<file path="src/rtl/uart_pkg.sv">
// Shared definitions for the UART transmit arbiter: byte width, state
// encoding and a constant-width helper.
package uart_pkg;

    localparam int BYTE_W = 8;

    localparam logic [1:0] ST_IDLE_ENC      = 2'd0;
    localparam logic [1:0] ST_LAUNCH_ENC    = 2'd1;
    localparam logic [1:0] ST_WAIT_DONE_ENC = 2'd2;

    typedef enum logic [1:0] {
        ST_IDLE      = ST_IDLE_ENC,
        ST_LAUNCH    = ST_LAUNCH_ENC,
        ST_WAIT_DONE = ST_WAIT_DONE_ENC
    } arb_state_t;

    // Ceiling log2 for sizing index/counter fields; returns 0 for value <= 1.
    function automatic int uart_clog2(input int value);
        int r;
        r = 0;
        for (int i = 0; i < 31; i++) begin
            if ((1 << i) < value) r = i + 1;
        end
        return r;
    endfunction

endpackage

</file>
<file path="src/rtl/uart_rr_picker.sv">
// Combinational round-robin picker: scans from the slot after the last
// grant upward with wrap and returns the first valid requester.
module uart_rr_picker
    import uart_pkg::*;
#(
    parameter int NUM_REQ = 4
) (
    input  logic [NUM_REQ-1:0]             i_Valid,
    input  logic [uart_clog2(NUM_REQ)-1:0] i_Last,
    output logic [NUM_REQ-1:0]             o_Grant,
    output logic [uart_clog2(NUM_REQ)-1:0] o_Index,
    output logic                           o_Any
);

    localparam int IDX_W = uart_clog2(NUM_REQ);

    logic found;
    int   cand;

    // First valid slot at distance 1..NUM_REQ from the last grant; the last
    // grantee itself is checked last so it only wins when alone.
    always_comb begin
        o_Grant = '0;
        o_Index = '0;
        found   = 1'b0;
        cand    = 0;
        for (int k = 1; k <= NUM_REQ; k++) begin
            cand = int'(i_Last) + k;
            if (cand >= NUM_REQ) cand = cand - NUM_REQ;
            if (!found && i_Valid[cand]) begin
                found         = 1'b1;
                o_Grant[cand] = 1'b1;
                o_Index       = IDX_W'(cand);
            end
        end
        o_Any = found;
    end

endmodule

</file>
<file path="src/rtl/uart_tx_arbiter.sv">
// Round-robin front end for a single uart_tx serializer: accepts one byte
// per frame from NUM_REQ producers, launches it with a one-cycle DV pulse,
// then waits for the serializer's done (or a watchdog) before re-arbitrating.
module uart_tx_arbiter
    import uart_pkg::*;
#(
    parameter int NUM_REQ      = 4,
    parameter int TIMEOUT_CLKS = 2048
) (
    input  logic                           i_Clock,
    input  logic                           i_Reset,
    input  logic [NUM_REQ-1:0]             i_Req_Valid,
    input  logic [BYTE_W*NUM_REQ-1:0]      i_Req_Byte,
    output logic [NUM_REQ-1:0]             o_Req_Ready,
    output logic                           o_Tx_DV,
    output logic [BYTE_W-1:0]              o_Tx_Byte,
    input  logic                           i_Tx_Active,
    input  logic                           i_Tx_Done,
    output logic [uart_clog2(NUM_REQ)-1:0] o_Grant_Id,
    output logic                           o_Busy,
    output logic                           o_Timeout
);

    localparam int IDX_W = uart_clog2(NUM_REQ);
    localparam int CNT_W = uart_clog2(TIMEOUT_CLKS + 1);
    localparam logic [CNT_W-1:0] CNT_LAST  = CNT_W'(TIMEOUT_CLKS - 1);
    localparam logic [IDX_W-1:0] PTR_RESET = IDX_W'(NUM_REQ - 1);

    arb_state_t                          state;
    logic [IDX_W-1:0]                    last_grant;
    logic [CNT_W-1:0]                    wd_cnt;

    logic [NUM_REQ-1:0]                  pick_grant;
    logic [IDX_W-1:0]                    pick_idx;
    logic                                pick_any;
    logic [NUM_REQ-1:0][BYTE_W-1:0]      req_bytes;

    assign req_bytes = i_Req_Byte;

    uart_rr_picker #(
        .NUM_REQ (NUM_REQ)
    ) u_picker (
        .i_Valid (i_Req_Valid),
        .i_Last  (last_grant),
        .o_Grant (pick_grant),
        .o_Index (pick_idx),
        .o_Any   (pick_any)
    );

    // Arbiter FSM with registered outputs; pointer resets to NUM_REQ-1 so
    // requester 0 is first in line. Pulses default low every cycle.
    always_ff @(posedge i_Clock or posedge i_Reset) begin
        if (i_Reset) begin
            state       <= ST_IDLE;
            last_grant  <= PTR_RESET;
            wd_cnt      <= '0;
            o_Req_Ready <= '0;
            o_Tx_DV     <= 1'b0;
            o_Tx_Byte   <= '0;
            o_Grant_Id  <= '0;
            o_Busy      <= 1'b0;
            o_Timeout   <= 1'b0;
        end else begin
            o_Req_Ready <= '0;
            o_Tx_DV     <= 1'b0;
            o_Timeout   <= 1'b0;
            case (state)
                ST_IDLE: begin
                    // Gate on i_Tx_Active so a frame left running across a
                    // reset is never stepped on.
                    if (pick_any && !i_Tx_Active) begin
                        o_Req_Ready <= pick_grant;
                        o_Tx_Byte   <= req_bytes[pick_idx];
                        o_Grant_Id  <= pick_idx;
                        last_grant  <= pick_idx;
                        o_Busy      <= 1'b1;
                        state       <= ST_LAUNCH;
                    end
                end
                ST_LAUNCH: begin
                    o_Tx_DV <= 1'b1;
                    wd_cnt  <= '0;
                    state   <= ST_WAIT_DONE;
                end
                ST_WAIT_DONE: begin
                    // Done has priority over a coincident watchdog expiry.
                    if (i_Tx_Done) begin
                        o_Busy <= 1'b0;
                        state  <= ST_IDLE;
                    end else if (wd_cnt >= CNT_LAST) begin
                        o_Timeout <= 1'b1;
                        o_Busy    <= 1'b0;
                        state     <= ST_IDLE;
                    end else begin
                        wd_cnt <= wd_cnt + 1'b1;
                    end
                end
                default: begin
                    o_Busy <= 1'b0;
                    state  <= ST_IDLE;
                end
            endcase
        end
    end

endmodule

</file>
<file path="config.mk">
export PLATFORM = sky130hd
export DESIGN_NAME = uart_tx_arbiter
export DESIGN_NICKNAME = d
export VERILOG_FILES = /design/src/rtl/uart_pkg.sv /design/src/rtl/uart_rr_picker.sv /design/src/rtl/uart_tx_arbiter.sv
export SDC_FILE = /design/constraint.sdc
export NUM_CORES = 1
export LEC_CHECK = 0
export BUFFER_PORTS_ARGS = -buffer_cell sky130_fd_sc_hd__buf_2
export CORE_ASPECT_RATIO = 1.4
export CORE_MARGIN = 8
export CORE_UTILIZATION = 30
export DETAILED_ROUTE_END_ITERATION = 10
export MAX_ROUTING_LAYER = met4
export SYNTH_ARGS = -nofsm -noshare
export SYNTH_HDL_FRONTEND = slang
export SYNTH_SLANG_ARGS = --single-unit
</file>
<file path="constraint.sdc">
create_clock -name i_Clock -period 3.97 [get_ports i_Clock]
set_input_delay 0.1985 -clock i_Clock [delete_from_list [all_inputs] [get_ports i_Clock]]
set_output_delay 0.1985 -clock i_Clock [all_outputs]
set_load 0.1 [all_outputs]
</file>
==> qor.txt, run 1 <==
Die height - 114 um
CTS H-tree lvls - 2
Max_slew headroom - 43.5%
M1 WL - 2140 um
Initial antenna violation count - 0
Num CTS Buffers - 5
Pwr Density - 931 mW/mm^2
Utilization after layout - 38.3%
Area grow syn2layout - 23.0%
Min Tclk post-route - 3330 ps
Worst Min Path Start - i_Tx_Done
Slew Viols, Final - 0
CP startpoint - last_grant[0]
Top Metal Used - met4
Slew @ Worst Pin - 845 ps
Mapped Cells - 195
FMAX - 0.300 GHz
Clock Path Buffers - 2
Clk sink count - 33
First-pass GRT wire length - 8090 um
Finished Cell Area - 0.00253 mm^2
Reg clk slew, reported paths - 60 ps
Grt total ovfl - 0
Router iterations before antenna repair - 4
Synth Register Bits - 33
DRC Markers - 0
Number of gates resized after cts - 0
Area after DPL - 0.00241 mm^2
Pre-CTS setup slack - 633 ps
Final GP Congestion - 0.869
Wire length per cell - 15.0 um
Top FF cell, synth - dfrtp_1
GRT Total Usage - 10.7%
Critical path class - reg2reg
Most frequent cells in the layout - buf_2, dfrtp_1, nor2_1
Pin count of the biggest net entering global routing - 34
Detail Route Antenna Nets - 0
Worst skew pair latency - 280 ps
Ratio of cells with drive above 1 in the final layout - 34.4%
Peak supply drop - 468 uV
Worst EP arrival - 3480 ps
Synth Warn # - 0
Total Routed Length - 5120 um
Met3 wire length - 241 um
Initial Util - 31.2%
Vias per cell - 4.77
Bufs and invs on worst path - 1
Final setup fails - 0
Syn Nets - 244
Commonest non-fill, non-tap cell in the layout - buf_2
Port bufs - 56
Lkg Pwr - 1.22 nW
Critical-path cell list - inv_1 -> ha_1 -> mux4_2 -> nor4_2 -> or4_1 -> or2_1 -> o221ai_2
Number of flops mapped to enable cells by yosys - 0
Sequential area share after synthesis - 40.2%
Die X - 86.0 um
TritonCTS clock tree - built
Top Family by Delay on Critical Path - simple AND/OR/NAND/NOR gates
Crit-path slowest cell - dfstp_2
Post-Syn Area per Cell - 10.6 um^2
Vias in the first global route - 1666
CORE AREA - 0.00661 mm^2
Layout Nets - 298
Post-synth cell types - 46
Hold crit path type - in2reg
Fin crit share - 84.0%
Maxcap violations - 0
IO Pins - 57
Total number of vias - 1631
Crit-path max FO - 14
Status - finished clean
Critical Path Max Stage Delay - 730 ps
Synth Cell Area - 0.00206 mm^2
Routed met2 length - 2670 um
Crit. End Element - register
DP Wirelength - 3990 um
Worst Skew - 6.12 ps
Clock Tree Root - clkbuf_8
Inserted Diodes - 0
First DRT Iteration DRCs - 60
Critical Path RT - 4120 ps
Fin. Hold Viols - 0
Critical path startpoint category - register
Setup ws final - 637 ps
RR Startpoint - last_grant[0]
Share of flip-flops with an asynchronous set or reset - 100%
Row cnt - 35
Setup TNS - 0 ps
Die area - 0.00981 mm^2
Fillers - 661
RSZ-0062 raised after global routing - false
==> report_power, final <==
group	internal [mW]	switching [mW]
registers	0.449	0.0985
clock network	0.204	0.117
logic	0.444	1.05
==> synth_stat cells, types with 3 or more instances <==
master	n	area share, %
o221ai_2	8	5.8
inv_1	4	0.73
mux2i_1	20	9.7
xor2_1	7	3.0
and3_1	3	0.91
ha_1	9	5.5
a21oi_1	7	1.7
buf_2	6	1.5
nand3_1	4	0.97
a22oi_1	4	1.5
nor2_1	24	4.4
and2_1	4	1.2
clkbuf_1	3	0.55
nand2_1	12	2.2
a221oi_1	4	1.7
o21ai_0	3	0.73
o21a_1	3	1.1
mux4_2	3	3.3
dfrtp_1	31	38
==> flip-flops by register name (all words and copies together), names as in the netlist <==
name         count
o_Busy           1
o_Tx_Byte        8
last_grant       2
wd_cnt          12
o_Grant_Id       2
o_Timeout        1
o_Req_Ready      4
state            2
o_Tx_DV          1
==> layout make-up <==
cell class                 count  area [um^2]  area share (%)
timing repair buffer          60          313            12.3
tap                           92          115            4.54
inverter                       5         18.8           0.740
sequential                    33          828            32.7
clock buffer                   7         86.3            3.41
clock inverter                 1         30.0            1.18
multi-input combinational    144         1140            45.1
==> path summary, 6_finish.rpt <==
check | slack [ps] | cells after the start | to
worst max register to register | 640 | 7 | o_Tx_Byte[5]
worst max-delay path | 640 | 7 | o_Tx_Byte[5]
worst min register to register | 490 | 2 | o_Tx_Byte[4]
worst min-delay path | 200 | 3 | o_Timeout
min in group asynchronous | 550 | 4 | wd_cnt[5]
max in group asynchronous | 3090 | 4 | last_grant[0]
==> cells by family after synthesis <==
kind of cell / after synthesis / synth area share, %
buffers and inverters: 18 / 4.49
AOI/OAI and AO/OA: 38 / 15.9
xor gates and xnor gates: 8 / 3.40
and+or+nand+nor: 63 / 15.2
DFF: 33 / 40.2
muxes: 26 / 15.4
adders and majority gates: 9 / 5.46
==> metal layers <==
layer / vias up / track usage [%]
li1: 815 / -
met1: 770 / 11.7
met2: 42 / 18.2
met3: 4 / 2.66
met4: 0 / 4.23
met5: - / -
==> metrics by stage <==
stage / instances / power (mW) / hold slack (ps)
floorplan: 195 / 1.80 / 326
global placement: 333 / 2.04 / 309
detailed placement: 333 / 2.06 / 307
CTS: 342 / 2.38 / 185
global route: 342 / 2.50 / 227
finish: 342 / 2.36 / 198
==> repair_timing <==
| action | 4_1_cts | 5_1_grt |
|---|---|---|
| setup buffers | 0 | 0 |
| endpoints found under the hold margin | 17 | 0 |
| hold buffers | 1 | 0 |
==> worst min-delay path, stage by stage <==
cell,delay (ps)
buf_2,80
or3b_2,130
nor2_1,40
No activity file was read; power rests on OpenSTA's default activity.
==> run 2, diff against run 1 <==
==> constraint.sdc (replaced) <==
create_clock -name i_Clock -period 3.4 [get_ports i_Clock]
set_input_delay 0.17 -clock i_Clock [delete_from_list [all_inputs] [get_ports i_Clock]]
set_output_delay 0.17 -clock i_Clock [all_outputs]
set_load 0.1 [all_outputs]
==> run 2 against run 1 <==
  * First-iteration DRC count grew 37%
  * Flip-flop and latch count is the same
  * Core utilization grew 0.11 points
  * Global-route usage is essentially flat
  * Setup slack lost 280 ps
  * Register-to-register slack lost 280 ps
  * Final cell count grew 1.2%
  * Via count grew 2.9%
  * Clock power shrank 6%
  * Clock skew grew 4.3 ps
  * Critical path type unchanged
  * Largest power group unchanged
==> qor.txt, run 2 (synthesis gave the netlist of run 1 again) <==
Status - finished clean
Critical path class - reg2reg
Commonest non-fill, non-tap cell in the layout - buf_2
Combinational fraction of design power - 66.2% (+3.0 points)
Crit. End Element - register
Internal Dissipation - 1.23 mW (+12%)
Fin crit share - 89.5% (+5.5 points)
RSZ-0062 raised after global routing - false
FMAX - 0.329 GHz (+9.6%)
Max_slew headroom - 65.5% (+22 points)
Critical Path RT - 3600 ps (-520 ps)
# Post-CTS Setup Buffers - 0 (unchanged)
Sw Pwr - 1.47 mW (+17%)
Crit-path slowest cell - dfstp_2
Slew @ Worst Pin - 518 ps (-327 ps)
First DRT Iteration DRCs - 82 (+37%)
CORE AREA - 0.00661 mm^2 (unchanged)
Die area - 0.00981 mm^2 (unchanged)
Crit-path max FO - 11 (-3)
Layout Nets - 302 (+1.3%)
Sequential power share - 22.6% (-0.6 points)
Detail Route Antenna Nets - 0 (unchanged)
Min Tclk post-route - 3040 ps (-291 ps)
TritonCTS clock tree - built
Final GP Congestion - 0.827 (-4.8%)
Vias in the first global route - 1734 (+4.1%)
Lkg Pwr - 1.22 nW (+0.43%)
Critical path startpoint category - register
First-pass GRT wire length - 8230 um (+1.8%)
Router iterations before antenna repair - 4 (unchanged)
DRC Markers - 0 (unchanged)
Switching part of the total power - 54.4% (+0.97 points)
Bufs and invs on worst path - 2 (+1)
Wire length per cell - 14.6 um (-2.7%)
Final setup fails - 0 (unchanged)
Initial Util - 31.2% (unchanged)
Fin. Hold Viols - 0 (unchanged)
Clock Path Buffers - 2 (unchanged)
Utilization after layout - 38.4% (+0.11 points)
Clk sink count - 33 (unchanged)
Peak supply drop - 571 uV (+22%)
IO Pins - 57 (unchanged)
Die height - 114 um (unchanged)
Clock Tree Root - clkbuf_8
Port bufs - 56 (unchanged)
Top flop regs - wd_cnt (12), o_Tx_Byte (8), o_Req_Ready (4)
Largest Register - wd_cnt
Top Family by Delay on Critical Path - simple AND/OR/NAND/NOR gates
Inserted Diodes - 0 (unchanged)
Worst skew pair latency - 280 ps (about the same)
CTS H-tree lvls - 2 (unchanged)
GRT Total Usage - 10.8% (+0.041 points)
Pin count of the biggest net entering global routing - 34 (unchanged)
Worst EP arrival - 3240 ps (-240 ps)
Critical-path cell list - inv_1 -> ha_1 -> buf_4 -> mux4_1 -> nor4_2 -> or4_1 -> or2_1 -> o221ai_2
Maxcap violations - 0 (unchanged)
Max reg flops - 12 (unchanged)
Pwr Density - 1060 mW/mm^2 (+14%)
Critical Path Max Stage Delay - 660 ps (-70 ps)
Initial antenna violation count - 0 (unchanged)
Total number of vias - 1679 (+2.9%)
Worst Skew - 10.4 ps (+4.32 ps)
Total Routed Length - 5040 um (-1.5%)
Hold crit path type - in2reg
Grt total ovfl - 0 (unchanged)
Setup TNS - 0 ps (unchanged)
Num CTS Buffers - 5 (unchanged)
Clock Power Share - 11.2% (-2.4 points)
Vias per cell - 4.85 (+1.8%)
Die X - 86.0 um (unchanged)
Ratio of cells with drive above 1 in the final layout - 35.4% (+1.0 points)
Area grow syn2layout - 23.4%
Row cnt - 35 (unchanged)
Slew Viols, Final - 0 (unchanged)
Reg clk slew, reported paths - 70 ps (about the same)
DP Wirelength - 3930 um (-1.5%)
Most frequent cells in the layout - buf_2, dfrtp_1, nor2_1
run 2: repair_timing:
action,4_1_cts,5_1_grt
gates resized for setup,0,0
hold buffers,1,0
endpoints found under the hold margin,31,0
run 2: final timing paths:
path	start	to	slack (ps)	depth (start not counted)
max	last_grant[1]	o_Tx_Byte[5]	360	8
min	i_Tx_Done	o_Timeout	170	3
max reg2reg	last_grant[1]	o_Tx_Byte[5]	360	8
min reg2reg	state[1]	o_Busy	480	1
max in group asynchronous	i_Reset	last_grant[1]	2550	4
min in group asynchronous	i_Reset	o_Tx_Byte[3]	520	4
run 2: tightest hold or removal path: stages:
cell and delay (ps):
buf_2 70, or3b_2 130, nor2_1 40
run 2: cell type report:
class,count,area (um^2)
timing repair buffer,64,343
inverter,5,18.8
sequential,33,828
clock inverter,1,7.51
multi-input combinational,144,1140
clock buffer,7,86.3
fill,685,4070
tap,92,115
run 2: power by group through the flow:
stage / combinational, mW / clock (mW) / sequential [mW]
3_5_place_dp: 1.80 / 0 / 0.620
6_report: 1.79 / 0.303 / 0.611
3_3_place_gp: 1.78 / 0 / 0.620
2_1_floorplan: 0.904 / 0 / 1.20
4_1_cts: 1.81 / 0.315 / 0.613
5_1_grt: 1.92 / 0.329 / 0.630
run 2: layer usage:
layer / routed length (um) / track usage [%]
met5: 0 / -
met4: 50 / 3.52
met3: 194 / 2.37
met2: 2680 / 18.5
met1: 2120 / 12.0
run 2: stage by stage:
step | hold WS [ps] | setup WS, ps | instances | cell area, um^2 | power [mW]
detailed placement | 283 | 315 | 337 | 2440 | 2.42
floorplan | 297 | 492 | 195 | 2060 | 2.10
CTS | 157 | 297 | 346 | 2540 | 2.74
finish | 171 | 358 | 346 | 2540 | 2.70
global route | 182 | 112 | 346 | 2540 | 2.88
global placement | 288 | 428 | 337 | 2440 | 2.40
